## config.mk

```make
export PLATFORM = sky130hd
export DESIGN_NAME = seg_frame_decoder_flat
export DESIGN_NICKNAME = d
export VERILOG_FILES = /design/src/rtl/seg_frame_decoder_if.sv /design/src/rtl/seg_frame_decoder.sv /design/src/flat_wrapper.sv
export SDC_FILE = /design/constraint.sdc
export NUM_CORES = 1
export LEC_CHECK = 0
export CORE_MARGIN = 2
export CORE_UTILIZATION = 45
export DETAILED_ROUTE_END_ITERATION = 8
export PLACE_DENSITY = 0.69
export SETUP_SLACK_MARGIN = 0.2
export SYNTH_ARGS = -nofsm -noshare
export SYNTH_HDL_FRONTEND = slang
export SYNTH_SLANG_ARGS = --single-unit
```

## constraint.sdc

```tcl
create_clock -name clk -period 1.8 [get_ports clk]
set_input_delay 0.27 -clock clk [delete_from_list [all_inputs] [get_ports clk]]
set_output_delay 0.27 -clock clk [all_outputs]
set_load 0.005 [all_outputs]
```

## src/rtl/seg_frame_decoder_if.sv

```systemverilog
// Segment-pattern stream in, recovered character frame out.
// master = pattern source / checker side, slave = decoder.
interface seg_frame_decoder_if #(
    parameter int unsigned NUM_CHARS = 4,
    parameter int unsigned CNT_W     = 8
);
    logic [6:0]             seg_in;
    logic                   seg_valid;
    logic                   frame_start;
    logic [4*NUM_CHARS-1:0] char_word;
    logic                   word_valid;
    logic                   frame_err;
    logic [CNT_W-1:0]       err_count;
    logic                   busy;

    modport master (
        output seg_in, seg_valid, frame_start,
        input  char_word, word_valid, frame_err, err_count, busy
    );

    modport slave (
        input  seg_in, seg_valid, frame_start,
        output char_word, word_valid, frame_err, err_count, busy
    );
endinterface

```

## src/rtl/seg_frame_decoder.sv

```systemverilog
// Seven-segment pattern decoder: maps patterns back to 4-bit codes and assembles
// NUM_CHARS codes into a frame word with a per-frame error flag and error counter.
module seg_frame_decoder #(
    parameter int unsigned NUM_CHARS = 4,
    parameter int unsigned CNT_W     = 8
) (
    input logic                clk,
    input logic                reset,
    seg_frame_decoder_if.slave bus
);
    localparam int unsigned     W       = 4 * NUM_CHARS;
    localparam int unsigned     IW      = (NUM_CHARS > 1) ? $clog2(NUM_CHARS) : 1;
    localparam logic [IW-1:0]   LastIdx = IW'(NUM_CHARS - 1);
    localparam logic [CNT_W-1:0] CntMax = '1;

    typedef enum logic {StIdle, StCollect} state_e;

    state_e            state_q, state_d;
    logic [IW-1:0]     idx_q, idx_d;
    logic [W-1:0]      buf_q, buf_d;
    logic              perr_q, perr_d;
    logic              done_q, done_d;
    logic [W-1:0]      char_word_q;
    logic              word_valid_q;
    logic              frame_err_q;
    logic [CNT_W-1:0]  err_count_q;
    logic [3:0]        code;
    logic              unrec;

    always_comb begin
        code  = 4'hF;
        unrec = 1'b0;
        case (bus.seg_in)
            7'b1111110: code = 4'h0;
            7'b0110000: code = 4'h1;
            7'b1101101: code = 4'h2;
            7'b1111001: code = 4'h3;
            7'b0110011: code = 4'h4;
            7'b1011011: code = 4'h5;
            7'b1011111: code = 4'h6;
            7'b1110000: code = 4'h7;
            7'b1111111: code = 4'h8;
            7'b1111011: code = 4'h9;
            7'b0000001: code = 4'hA;
            7'b0000000: code = 4'hB;
            7'b1000111: code = 4'hF;
            default: begin
                code  = 4'hF;
                unrec = 1'b1;
            end
        endcase
    end

    always_comb begin
        state_d = state_q;
        idx_d   = idx_q;
        buf_d   = buf_q;
        perr_d  = perr_q;
        done_d  = 1'b0;
        if (bus.seg_valid) begin
            if (bus.frame_start) begin
                // A new frame start always wins, abandoning any partial frame.
                buf_d[W-1 -: 4] = code;
                perr_d          = unrec;
                idx_d           = IW'(1);
                state_d         = StCollect;
            end else if (state_q == StCollect) begin
                for (int i = 0; i < int'(NUM_CHARS); i++) begin
                    if (idx_q == IW'(i)) buf_d[4*(int'(NUM_CHARS)-1-i) +: 4] = code;
                end
                perr_d = perr_q | unrec;
                if (idx_q == LastIdx) begin
                    done_d  = 1'b1;
                    idx_d   = '0;
                    state_d = StIdle;
                end else begin
                    idx_d = idx_q + 1'b1;
                end
            end
        end
    end

    always_ff @(posedge clk or posedge reset) begin
        if (reset) begin
            state_q      <= StIdle;
            idx_q        <= '0;
            buf_q        <= '0;
            perr_q       <= 1'b0;
            done_q       <= 1'b0;
            char_word_q  <= '0;
            word_valid_q <= 1'b0;
            frame_err_q  <= 1'b0;
            err_count_q  <= '0;
        end else begin
            state_q      <= state_d;
            idx_q        <= idx_d;
            buf_q        <= buf_d;
            perr_q       <= perr_d;
            done_q       <= done_d;
            word_valid_q <= done_q;
            // buf_q/perr_q still hold the finished frame even if a new one starts now.
            if (done_q) begin
                char_word_q <= buf_q;
                frame_err_q <= perr_q;
            end
            if (bus.seg_valid && unrec && (err_count_q != CntMax)) begin
                err_count_q <= err_count_q + 1'b1;
            end
        end
    end

    assign bus.char_word  = char_word_q;
    assign bus.word_valid = word_valid_q;
    assign bus.frame_err  = frame_err_q;
    assign bus.err_count  = err_count_q;
    assign bus.busy       = (state_q == StCollect);
endmodule

```

## src/flat_wrapper.sv

```systemverilog
// flat-port wrapper written by rule: the top's interface ports become plain ports
module seg_frame_decoder_flat 
#(
    parameter int unsigned NUM_CHARS = 4,
    parameter int unsigned CNT_W     = 8
)
  (clk, reset, bus_seg_in, bus_seg_valid, bus_frame_start, bus_char_word, bus_word_valid, bus_frame_err, bus_err_count, bus_busy);
  seg_frame_decoder_if #(.NUM_CHARS(NUM_CHARS), .CNT_W(CNT_W)) bus_i ();
  input logic clk;
  input logic reset;
  input wire logic [$bits(bus_i.seg_in)-1:0] bus_seg_in;
  input wire logic [$bits(bus_i.seg_valid)-1:0] bus_seg_valid;
  input wire logic [$bits(bus_i.frame_start)-1:0] bus_frame_start;
  output wire logic [$bits(bus_i.char_word)-1:0] bus_char_word;
  output wire logic [$bits(bus_i.word_valid)-1:0] bus_word_valid;
  output wire logic [$bits(bus_i.frame_err)-1:0] bus_frame_err;
  output wire logic [$bits(bus_i.err_count)-1:0] bus_err_count;
  output wire logic [$bits(bus_i.busy)-1:0] bus_busy;
  assign bus_i.seg_in = bus_seg_in;
  assign bus_i.seg_valid = bus_seg_valid;
  assign bus_i.frame_start = bus_frame_start;
  assign bus_char_word = bus_i.char_word;
  assign bus_word_valid = bus_i.word_valid;
  assign bus_frame_err = bus_i.frame_err;
  assign bus_err_count = bus_i.err_count;
  assign bus_busy = bus_i.busy;
  seg_frame_decoder #(.NUM_CHARS(NUM_CHARS), .CNT_W(CNT_W)) u_core (.clk(clk), .reset(reset), .bus(bus_i));
endmodule
```

# == Yosys cells after proc, flatten, opt, wreduce, memory -nomap -nowiden ==
# Index checks and enable logic that the tools add are counted.
# W data, S select, Z words.
# word_totals
word_cells,64
in_bits,11
register_bits,47
output_inout_bits,27
# op_classes
bitwise,2
eq_ne,16
muxes,20
addsub,2
reduce_logical,12
# op_table
op,count
$eq A7 B7 Y1 const B,9
$pmux W4 S12,1
$mux W4,5
$mux W16,1
$eq A7 B6 Y1 const B,2
$reduce_or A13 Y1,1
$reduce_and A4 Y1,3
$mux W1,10
$add A8 B1 Y8 const B,1
$ne A8 B8 Y1 const B,1
$eq A7 B1 Y1 const B,1
$logic_not A7 Y1,1
$mux W2,3
$eq A2 B2 Y1 const B,2
$reduce_bool A2 Y1,2
$reduce_and A3 Y1,1
$add A2 B1 Y2 const B,1
$eq A2 B1 Y1 const B,1
$logic_and A1 B1 Y1,2
$logic_not A2 Y1,1
$reduce_and A2 Y1,1
$not A1 Y1,1
$or A1 B1 Y1,1

# == Longest topological paths before layout ==
# Gate-level depths: netlist of run 1.
# depth
ltp_word,6
mapped_depth,7
depth_no_buf,6

# == Worst setup path after synthesis of run 1 ==
# No wires, ideal clock.
# synth_timing
path_type,input -> register
start,input port bus_seg_in[0]
end,"register u_core.err_count_q[1], in the netlist u_core.bus.err_count[1]"
setup_slack_ns,0.106
arrival_ns,1.567
path_stages,6
t_required_ns,1.672
cell_sequence,buf_2 -> or3_1 -> a21oi_2 -> a31oi_1 -> nand4_4 -> mux2_1
# synth_via
elab_chain_cells,5
word_cells_on_any_way,17
classes_between,eq/ne: 12; mux: 1; reduce/logical: 4
# synth_rtl
element,line,source
from (decl),flat_wrapper.sv:11,input wire logic [$bits(bus_i.seg_in)-1:0] bus_seg_in;
$eq A7 B7 Y1 (tied with other cells),seg_frame_decoder.sv:33,case (bus.seg_in)
$reduce_or A13 Y1 (no line) (*),-,
$mux W1 (*),seg_frame_decoder.sv:33,
$logic_and A1 B1 Y1 (*) (2 in a row),seg_frame_decoder.sv:106,if (bus.seg_valid && unrec && (err_count_q != CntMax)) begin
to (signal assigned),seg_frame_decoder.sv:107,err_count_q <= err_count_q + 1'b1;
to (decl),seg_frame_decoder.sv:26,logic [CNT_W-1:0] err_count_q;
# Mark *: on every way between the ends. The rest lies on a longest branch, timed or not.
# A chain may end at the register's enable or synchronous reset.

# == Final worst setup path of run 1 ==
# layout_timing
start,"register u_core.err_count_q[3], in the netlist u_core.bus.err_count[3]"
end,output port bus_err_count[3]
# layout_lines
element,line,source
to (decl),flat_wrapper.sv:17,output wire logic [$bits(bus_i.err_count)-1:0] bus_err_count;
# No word-level cell between the ends.

==> impl_metrics.json, run 1 <==
{
  "outcome": "complete, no violations",
  "final_common_cell": "dfrtp_1",
  "cts_tree": "yes",
  "pin_count": 38,
  "finClkSkew_ns": 0.00591,
  "firstDrtPassIters": 4,
  "grt_start_max_net_pins": 48,
  "htreeDepth": 2,
  "p_leak_nw": 1.30,
  "synth_edf_count": 0,
  "floorplan.initialDensity": 0.472,
  "insertion_delay_ns": 0.30,
  "grt_pass1_vias": 1594,
  "synthCells": 191,
  "die_y_um": 74.6,
  "drv_slew": 0,
  "yosys_warnings": 0,
  "die-area_mm2": 0.00557,
  "slew_headroom": 0.760,
  "cp_max_fo": 5,
  "synth_fp_nets": 207,
  "chipWidth_um": 74.6,
  "port_buffers": 37,
  "cp-startpoint": "u_core.bus.err_count[3]",
  "syn_to_final_growth_pct": 37.6,
  "design.core.area_mm2": 0.00475,
  "ys_seq_area_frac": 0.524,
  "crit_arrival_ns": 1.28,
  "drtAntennaViolNets": 0,
  "fin_nets": 274,
  "multi_input_area_mm2": 0.00112,
  "final_util": 0.649,
  "grt_antenna_before_repair": 0,
  "hp-class": "primary input to async pin",
  "tightest_slew_ns": 0.357,
  "synth_ff_type": "dfrtp_1",
  "rsz0062_at_grt": "yes",
  "setup_viol": 0,
  "routed_via_density": 5.03,
  "grtUsageTotal": 0.173,
  "ys_seq_elements": 47,
  "grt_pass1_wl_um": 7410,
  "syn_avg_cell_area_um2": 11.8,
  "regToRegStartpoint": "u_core.bus.err_count[0]",
  "most-common-layout-cells": "44 x dfrtp_1, 30 x clkdlybuf4s50_1, 29 x buf_4, 22 x mux2_2, 16 x nor2_1",
  "worstPathRequired_ns": 1.53,
  "cp-start-kind": "flop",
  "synth_top_area_frac": 0.524,
  "max_clock_freq_mhz": 647,
  "synth.area.top_cells": "dfrtp_1 52%, mux2_2 11%, ha_1 2.8%, nor2_1 2.7%, nand2_1 2.5%",
  "fillerInstances": 391,
  "dp_slack_ns": -0.369,
  "clock_sinks": 47,
  "diodes": 0,
  "wl_um": 4470,
  "yosys.cell_types.count": 44,
  "syn_area_mm2": 0.00224,
  "fin_cells": 325,
  "fin_ws_ns": 0.255,
  "wl_per_cell_um": 13.7,
  "post-dp-hpwl_um": 3140,
  "ys_async_sr_fraction": 1.00,
  "drv_cap": 0,
  "ctsRootBufferMaster": "clkbuf_8",
  "clk_pin_slew_ns": 0.08,
  "place_inst": 314,
  "ir_worst_vdd_v": 0.000700,
  "critPathKind": "flop to output port",
  "cts_buffers": 5,
  "layout-drive-gt1-share": 0.395,
  "drtIter0Drc": 104,
  "gp_congestion": 0.885,
  "grt_remaining_overflow": 0,
  "fin_crit_ns": 1.55,
  "hold_viol": 0,
  "fin_crit_sh": 0.859,
  "seqCellArea_mm2": 0.00118,
  "power.density_mw_per_mm2": 1230,
  "cts_max_path_buffers": 2,
  "total_power_mw": 3.80,
  "num_rows": 25,
  "end_kind": "output port",
  "vias": 1636,
  "synth_area_leader_cell": "dfrtp_1",
  "drc": 0
}
## flip-flops by register name, summed over array words and instances, names as in the netlist
signal,flops
u_core.idx_q,2
u_core.perr_q,1
u_core.bus.char_word,16
u_core.bus.err_count,8
u_core.buf_q,16
u_core.bus.frame_err,1
u_core.bus.word_valid,1
u_core.bus.busy,1
u_core.done_q,1
## critical path: stages, from the launching register on
cell and delay (ns):
dfrtp_1 0.35, buf_4 0.14, clkdlybuf4s50_1 0.49
## synthesized netlist by cell type, types with 2 or more instances
| cell type | count |
|---|---|
| and2_1 | 3 |
| buf_2 | 2 |
| a21oi_2 | 6 |
| nand2b_1 | 2 |
| nor3_1 | 2 |
| nor3_2 | 4 |
| o21ai_0 | 5 |
| nor4_4 | 2 |
| inv_1 | 5 |
| nand3b_1 | 2 |
| nand2_1 | 15 |
| dfrtp_1 | 47 |
| or2_2 | 2 |
| nand3_1 | 5 |
| ha_1 | 5 |
| xor2_1 | 6 |
| nor4_1 | 2 |
| clkbuf_1 | 5 |
| a21oi_1 | 9 |
| nor2_1 | 16 |
| nand4_1 | 2 |
| mux2_2 | 22 |
## logic make-up after synthesis
family,after synthesis,share of synthesized area
fa+ha+maj,5,0.0279
simple gates,66,0.188
buf+inv,14,0.0290
flops,47,0.524
compound gates,28,0.0842
xor+xnor,7,0.0273
mux,24,0.120
## per-stage QoR
stage / cell area (um2) / hold WS [ns] / TNS (ns)
final: 3090 / 0.321 / 0
after floorplan: 2270 / 0.352 / 0
after CTS: 3050 / 0.330 / 0
after detailed placement: 2900 / 0.492 / -8.31
after global routing: 3090 / 0.345 / 0
after global placement: 2900 / 0.490 / -7.90
## layout make-up
class	count	area share
inverter	5	0.00608
sequential	47	0.382
tap	67	0.0271
clock buffer	5	0.0223
multi-input combinational	130	0.363
clock inverter	2	0.00446
timing repair buffer	69	0.194
## worst paths after layout
check	endpoint	slack, ns	depth (start not counted)
hold reg to reg	u_core.bus.char_word[6]	0.51	1
max in group asynchronous	u_core.bus.err_count[1]	1.26	3
min in group clk	u_core.bus.char_word[6]	0.51	1
setup reg to reg	u_core.bus.err_count[1]	0.26	5
setup / recovery	bus_err_count[3]	0.25	2
hold / removal	u_core.bus.char_word[6]	0.32	3
## where the power goes
part           switching, mW  total, mW  internal, mW
clock network          0.343      0.609         0.266
registers              0.286       1.76          1.47
logic                  0.508       1.43         0.919
total                   1.14       3.80          2.66
## per-layer routing
layer,up-vias,GRT usage,wire length [um]
li1,802,-,-
met1,790,0.236,2060
met2,37,0.276,2160
met3,7,0.0388,200
met4,0,0.0536,55
met5,-,0,0
## repair_timing
item | CTS | global route
hold buffers | 0 | 0
buffers inserted | 2 | 2
setup endpoints to repair | 25 | 24
pin swaps | 8 | 10
gates resized for setup | 22 | 24
(Power assumes the default switching activity.)
==> run 2, diff against run 1 <==
==> constraint.sdc (replaced) <==
create_clock -name clk -period 1.5 [get_ports clk]
set_input_delay 0.225 -clock clk [delete_from_list [all_inputs] [get_ports clk]]
set_output_delay 0.225 -clock clk [all_outputs]
set_load 0.005 [all_outputs]
==> impl_metrics.json, run 2 (synthesis gave the netlist of run 1 again) <==
{
  "post-dp-hpwl_um": 3340,
  "grt_pass1_wl_um": 8120,
  "grt_pass1_vias": 1680,
  "power_frac_seq": 0.399,
  "cts_buffers": 5,
  "fin_cells": 357,
  "cp_max_fo": 8,
  "routed_via_density": 4.94,
  "end_kind": "flop",
  "cts_max_path_buffers": 2,
  "rsz0062_at_grt": "yes",
  "p_sw_frac": 0.304,
  "critPathKind": "flop to flop",
  "power.density_mw_per_mm2": 1490,
  "htreeDepth": 2,
  "p_switching_mw": 1.55,
  "cpPeakStageDelay_ns": 0.39,
  "finalSetupTns_ns": 0,
  "clk_pin_slew_ns": 0.09,
  "final_common_cell": "buf_4",
  "hold_viol": 0,
  "clkPwrFrac": 0.184,
  "slew_headroom": 0.763,
  "drtAntennaViolNets": 0,
  "floorplan.initialDensity": 0.472,
  "p_leak_nw": 1.53,
  "grt_antenna_before_repair": 0,
  "chipWidth_um": 74.6,
  "pwr-share-comb": 0.417,
  "die-area_mm2": 0.00557,
  "firstDrtPassIters": 4,
  "wl_per_cell_um": 13.9,
  "drc": 0,
  "worstPathRequired_ns": 1.69,
  "setup_viol": 0,
  "crit_slowest_cell": "dfrtp_1",
  "num_rows": 25,
  "crit_arrival_ns": 1.63,
  "diodes": 0,
  "tightest_slew_ns": 0.353,
  "total_power_mw": 5.10,
  "port_buffers": 37,
  "drv_cap": 0,
  "outcome": "complete, no violations",
  "ctsRootBufferMaster": "clkbuf_8",
  "fin_crit_ns": 1.45,
  "ir_worst_vdd_v": 0.000713,
  "clock_sinks": 47,
  "place_inst": 322,
  "hp-class": "primary input to async pin",
  "gp_congestion": 0.857,
  "crit_buf_inv": 0,
  "fin_crit_sh": 0.964,
  "max_clock_freq_mhz": 691,
  "drv_slew": 0,
  "crit_family": "flip-flops",
  "wl_um": 4950,
  "pin_count": 38,
  "layout-drive-gt1-share": 0.552,
  "fin_nets": 305,
  "drtIter0Drc": 69,
  "cp-start-kind": "flop",
  "grt_start_max_net_pins": 48,
  "finClkSkew_ns": 0.00950,
  "grt_remaining_overflow": 0,
  "design.core.area_mm2": 0.00475,
  "most-common-layout-cells": "59 x buf_4, 46 x dfrtp_1, 21 x dlygate4sd2_1, 18 x mux2_2",
  "insertion_delay_ns": 0.30,
  "crit_chain": "ha_2 -> nand3_2 -> o21a_1 -> nand4_4 -> mux2_4",
  "cts_tree": "yes",
  "syn_to_final_growth_pct": 52.8,
  "grtUsageTotal": 0.194,
  "die_y_um": 74.6,
  "fillerInstances": 353,
  "intPower_mw": 3.55,
  "vias": 1765
}
[run 2: tightest hold or removal path, stage by stage]
cell and delay [ns]:
clkdlybuf4s50_1 0.44, clkinvlp_4 0.10, buf_12 0.24
[run 2: timing repair]
action	4_1_cts	5_1_grt
hold buffers	0	0
setup endpoints to repair	52	28
gates resized for setup	92	24
buffers inserted	19	8
pin swaps	20	16
[run 2: per-layer routing]
| metal | track usage | share of wire |
|---|---|---|
| met1 | 0.285 | 0.47 |
| met2 | 0.294 | 0.50 |
| met3 | 0.0201 | 0.017 |
| met4 | 0.0813 | 0.015 |
| met5 | 0 | 0 |
[run 2: path summary, 6_finish.rpt]
check	from	end	slack, ns	cells past startpoint
max	u_core.bus.err_count[1]	u_core.bus.err_count[1]	0.05	5
min	reset	u_core.buf_q[0]	0.32	3
max reg2reg	u_core.bus.err_count[1]	u_core.bus.err_count[1]	0.05	5
min reg2reg	u_core.perr_q	u_core.perr_q	0.50	2
max in group asynchronous	reset	u_core.bus.err_count[2]	0.95	3
min in group clk	u_core.perr_q	u_core.perr_q	0.50	2
[run 2: per-stage QoR]
| step | utilization | hold slack (ns) | setup WS (ns) | cell area (um2) |
|---|---|---|---|---|
| final | 0.722 | 0.317 | 0.0536 | 3430 |
| after global routing | 0.722 | 0.353 | -0.0221 | 3430 |
| after CTS | 0.694 | 0.334 | 0.0686 | 3300 |
| after detailed placement | 0.632 | 0.473 | -0.674 | 3010 |
| after global placement | 0.632 | 0.477 | -0.665 | 3010 |
| after floorplan | - | 0.248 | -0.0375 | 2340 |
[run 2: power by group through the flow]
stage	registers (mW)	clock network, mW	logic (mW)
2_1_floorplan	2.10	0	0.814
5_1_grt	2.11	0.996	2.35
4_1_cts	2.03	0.944	2.04
6_report	2.04	0.937	2.13
3_5_place_dp	2.09	0	1.86
3_3_place_gp	2.07	0	1.81
[run 2: area by class of cell]
type / count / area (um2) / area share
well taps: 67 / 83.8 / 0.0244
clock inverters: 3 / 43.8 / 0.0128
inverters: 5 / 22.5 / 0.00656
clock buffers: 5 / 68.8 / 0.0201
flip-flops and latches: 47 / 1180 / 0.343
repair buffers: 100 / 831 / 0.242
multi-input cells: 130 / 1200 / 0.351
==> run 3, diff against run 2 <==
--- a/config.mk
+++ b/config.mk
@@ -5,7 +5,6 @@
 export SDC_FILE = /design/constraint.sdc
 export NUM_CORES = 1
 export LEC_CHECK = 0
-export CORE_MARGIN = 2
 export CORE_UTILIZATION = 45
 export DETAILED_ROUTE_END_ITERATION = 8
 export PLACE_DENSITY = 0.69
==> impl_metrics.json, run 3 (synthesis gave the netlist of run 1 again) <==
{
  "insertion_delay_ns": 0.30,
  "final_common_cell": "buf_4",
  "slew_headroom": 0.769,
  "design.core.area_mm2": 0.00475,
  "wl_per_cell_um": 16.6,
  "gp_congestion": 0.911,
  "chipWidth_um": 72.6,
  "layout-drive-gt1-share": 0.564,
  "grtUsageTotal": 0.225,
  "finClkSkew_ns": 0.00368,
  "pin_count": 38,
  "fin_nets": 304,
  "ir_worst_vdd_v": 0.000769,
  "diodes": 0,
  "cpPeakStageDelay_ns": 0.41,
  "grt_antenna_before_repair": 0,
  "cp-start-kind": "flop",
  "cp_max_fo": 7,
  "failed_checks": "setup timing",
  "max_clock_freq_mhz": 645,
  "drv_cap": 0,
  "grt_pass1_vias": 1819,
  "routed_via_density": 5.15,
  "most-common-layout-cells": "52 x buf_4, 46 x dfrtp_1, 22 x dlygate4sd2_1, 17 x mux2_2, 14 x a21oi_2",
  "htreeDepth": 2,
  "vias": 1834,
  "cts_buffers": 5,
  "num_rows": 25,
  "rsz0062_at_grt": "yes",
  "tightest_slew_ns": 0.343,
  "crit_arrival_ns": 1.74,
  "crit_chain": "ha_2 -> nand3_2 -> o21a_1 -> nand4_4 -> buf_12 -> mux2_4",
  "drc": 0,
  "die-area_mm2": 0.00527,
  "fin_crit_ns": 1.55,
  "final_util": 0.745,
  "worstPathRequired_ns": 1.69,
  "outcome": "finished with violations",
  "post-dp-hpwl_um": 3590,
  "hold_viol": 0,
  "end_kind": "flop",
  "syn_to_final_growth_pct": 57.8,
  "p_leak_nw": 1.58,
  "drtIter0Drc": 70,
  "power.density_mw_per_mm2": 1450,
  "floorplan.initialDensity": 0.472,
  "total_power_mw": 5.12,
  "setup_viol": 2,
  "cts_tree": "yes",
  "grt_start_max_net_pins": 34,
  "hp-class": "primary input to async pin",
  "clock_sinks": 47,
  "die_y_um": 72.6,
  "clk_pin_slew_ns": 0.08,
  "fin_crit_sh": 1.03,
  "fin_ws_ns": -0.0513,
  "cts_max_path_buffers": 2,
  "grt_pass1_wl_um": 8860,
  "grt_remaining_overflow": 0,
  "drv_slew": 0,
  "crit_buf_inv": 1,
  "drtAntennaViolNets": 0,
  "crit_family": "flip-flops",
  "cp_num_cells": 6,
  "wl_um": 5900,
  "port_buffers": 37,
  "critPathKind": "flop to flop",
  "ctsRootBufferMaster": "clkbuf_8",
  "reg2reg_depth": 6,
  "crit_slowest_cell": "dfrtp_1",
  "firstDrtPassIters": 4
}
==> run 3: cell types whose count changed in the layout (fill, tap and decap cells not counted), sizes merged <==
| cell | change |
|---|---|
| buf | -2 |
| clkbuf | +1 |
| bufinv | -1 |
| clkinv | -2 |
| clkdlybuf4s50 | -1 |
| dlymetal6s2s | +1 |
| clkinvlp | +1 |
| clkdlybuf4s15 | +1 |
| dlygate4sd2 | +1 |
==> run 3: power by group <==
| group | internal, mW | total, mW | switching (mW) |
|---|---|---|---|
| logic | 1.30 | 2.22 | 0.913 |
| clock network | 0.419 | 0.840 | 0.420 |
| registers | 1.76 | 2.06 | 0.299 |
| total | 3.49 | 5.12 | 1.63 |
==> run 3: final timing paths <==
check,startpoint,to,slack [ns]
worst max-delay path,u_core.bus.err_count[1],u_core.bus.err_count[1],-0.05
worst min-delay path,reset,u_core.buf_q[0],0.24
worst max register to register,u_core.bus.err_count[1],u_core.bus.err_count[1],-0.05
worst min register to register,u_core.bus.char_word[12],u_core.bus.char_word[12],0.50
max in group asynchronous,reset,u_core.idx_q[1],0.77
min in group clk,bus_seg_valid,u_core.bus.busy,0.45
==> run 3: cell type report <==
class                      count  area (um2)
clock buffer                   7        96.3
clock inverter                 1        7.51
fill                         338        1210
inverter                       5        22.5
multi-input combinational    130        1280
sequential                    47        1180
tap                           67        83.8
timing repair buffer          99         877
==> run 3: metrics by stage <==
step / worst slack, ns / std cells / hold slack, ns / cell area, um2 / setup TNS [ns]
finish: -0.0513 / 356 / 0.244 / 3540 / -0.0611
global route: -0.0827 / 356 / 0.258 / 3540 / -0.426
CTS: 0.0358 / 349 / 0.248 / 3330 / 0
detailed placement: -0.671 / 320 / 0.489 / 2990 / -15.22
global placement: -0.623 / 320 / 0.470 / 2990 / -13.90
floorplan: -0.0375 / 191 / 0.248 / 2340 / -0.0667
==> run 3: routing by layer <==
metal / track usage / share of wire
met1: 0.278 / 0.41
met2: 0.393 / 0.54
met3: 0.0345 / 0.029
met4: 0.0980 / 0.016
met5: 0 / 0
==> run 3: worst reg2reg max path: cells and delay by family, from the launching register on <==
family	cells	cell delay [ns]
buf+inv	1	0.18
fa+ha+maj	1	0.20
simple gates	2	0.20
compound gates	1	0.17
mux	1	0.30
flops	1	0.41
==> run 3: what timing repair did <==
action / 4_1_cts / 5_1_grt
resized for setup: 96 / 40
hold buffers: 0 / 0
pin swaps: 21 / 18
setup endpoints to repair: 52 / 26
buffers inserted: 21 / 7
==> patch, RTL diff (config.mk and constraints of run 2) <==
`buf_q` no longer has a reset.
--- a/src/rtl/seg_frame_decoder.sv
+++ b/src/rtl/seg_frame_decoder.sv
@@ -86,3 +86,2 @@
             idx_q        <= '0;
-            buf_q        <= '0;
             perr_q       <= 1'b0;
@@ -96,3 +95,2 @@
             idx_q        <= idx_d;
-            buf_q        <= buf_d;
             perr_q       <= perr_d;
@@ -111,2 +109,6 @@
 
+    always_ff @(posedge clk) begin
+        buf_q <= buf_d;
+    end
+
     assign bus.char_word  = char_word_q;
Function: no difference found for any inputs over 10 cycles, from zero or initial values and one cycle with reset high; that may be too few to reach the edited logic, so the function may still have changed.
==> patch against run 2 <==
- the run now ends with setup timing left
- largest cell class is now sequential cells
- sequential share of layout area increased by 3.1 points
- power decreased by 3.6%
- final area decreased by 2.0%
- sequential cell count unchanged
- area after synthesis decreased by 0.61%
- wire length increased by 11%
- count of clock-buffer cells in the layout unchanged
- setup slack got worse by 260 ps
- clock skew decreased by 5.9 ps
==> patch: results (changes against run 2) <==
Final setup viols: 24 (+24)
Commonest cells post-synth: dfrtp_1 (31), mux2_2 (17), edfxtp_1 (16)
Reg2reg path depth: 7 (+2)
Violation count after the first detailed-route iteration: 52 (-25%)
Overall routing resource usage: 21.3% (+2.0 points)
Reg2reg end: u_core.bus.err_count[3]
Count of different cell masters after synthesis: 45 (+2.3%)
Root Driver: clkbuf_8
CP top delay family: simple AND/OR/NAND/NOR gates
Pre-CTS setup slack: -795 ps (-122 ps)
Post-synth EDFFs: 16 (+16)
Mean routed wirelength per cell: 16.3 um (+17%)
Clock Skew: 3.63 ps (-5.87 ps)
Fill count: 338 (-4.2%)
First-pass GRT wire length: 8830 um (+8.8%)
Failing checks: setup timing
Vias in the first global route: 1804 (+7.4%)
Syn Nets: 188 (-9.2%)
Final HPWL DP: 3880 um (+16%)
Data arrival, critical path: 1910 ps (+280 ps)
Pleak: 1.41 nW (-7.7%)
Highest ir drop seen on vdd: 0.552 mV (-23%)
Synth top area cells: dfrtp_1 (35%), edfxtp_1 (22%), mux2_2 (8.6%)
Setup TNS Final: -1410 ps (-1410 ps)
Fin util: 70.7% (-1.4 points)
Critical Path Max Stage Delay: 410 ps (+20 ps)
HP Class: input port to async pin
CP Max Fanout: 5 (-3)
Vias per cell: 5.03 (+1.7%)
Largest net degree at the start of global routing: 32 (-33%)
Post-synthesis sequential area ratio: 56.3% (+3.9 points)
Share of cells above drive strength 1: 51.9% (-3.3 points)
Outcome: finished with violations
NumNets Final: 285 (-6.6%)
PnR worst setup slack: -204 ps (-257 ps)
DP Area: 0.00301 mm2 (about the same)
Worst Tran Pin Value: 454 ps (+101 ps)
## patch: cell types whose count changed after synthesis, moves of 5 or more
cell	run 2	this run
a21oi_2	6	0
xnor2_1	1	8
nor2_1	16	6
and3_1	1	6
xor2_1	6	0
nand2_1	15	10
edfxtp_1	0	16
mux2_2	22	17
dfrtp_1	47	31
## patch: layer usage
layer,global-route usage (%),vias up,wire (um)
li1,-,816,-
met1,26.5,832,2270
met2,37.5,39,2960
met3,2.98,8,149
met4,8.53,0,99
met5,0,-,0
## patch: worst min-delay path, stage by stage
cell	delay [ps]
clkdlybuf4s50_1	400
inv_1	50
buf_4	350
## patch: how the worst min path moves through the flow
stage / to / slack [ps] / cells after the start
5_1_grt: u_core.bus.char_word[10] / 360 / 3
3_5_place_dp: u_core.bus.word_valid / 380 / 0
2_1_floorplan: u_core.done_q / 300 / 1
6_report: u_core.bus.char_word[10] / 310 / 3
4_1_cts: u_core.bus.err_count[6] / 320 / 3
3_3_place_gp: u_core.bus.word_valid / 360 / 0
## patch: area by class of cell
| cell class | count | share of cell area [%] |
|---|---|---|
| sequential | 47 | 37.4 |
| inverter | 8 | 0.893 |
| tap | 67 | 2.49 |
| timing repair buffer | 98 | 24.0 |
| clock buffer | 5 | 2.05 |
| clock inverter | 3 | 1.38 |
| multi-input combinational | 109 | 31.7 |
## patch: cells by family (layout without fill, tap and decap cells)
family / count (synthesis) / after routing / share of synthesized area, %
buffers and inverters: 16 / 114 / 4.26
AND/OR/NAND/NOR: 57 / 57 / 15.3
multiplexers: 18 / 18 / 9.09
flip-flops: 47 / 47 / 56.3
XOR/XNOR: 8 / 8 / 3.14
AO/OA/AOI/OAI: 21 / 21 / 9.14
adder cells (fa/ha/maj): 5 / 5 / 2.80
## patch: timing repair
| item | in CTS | in global routing |
|---|---|---|
| gates resized for setup | 86 | 30 |
| hold buffers | 0 | 0 |
| endpoints found under the setup margin | 60 | 45 |
| pin swaps | 15 | 11 |
| setup buffers | 12 | 4 |
## patch: metrics by stage
stage	std cells	hold slack (ps)	power [mW]
detailed placement	313	382	3.85
CTS	333	320	4.82
global route	337	359	5.22
finish	337	306	4.92
floorplan	172	295	2.71
global placement	313	359	3.74
## patch: power breakdown
group | leakage, nW | switching (mW) | total (mW) | internal, mW
logic | 0.856 | 0.779 | 2.00 | 1.23
clock network | 0.0548 | 0.437 | 0.939 | 0.502
registers | 0.498 | 0.227 | 1.97 | 1.75
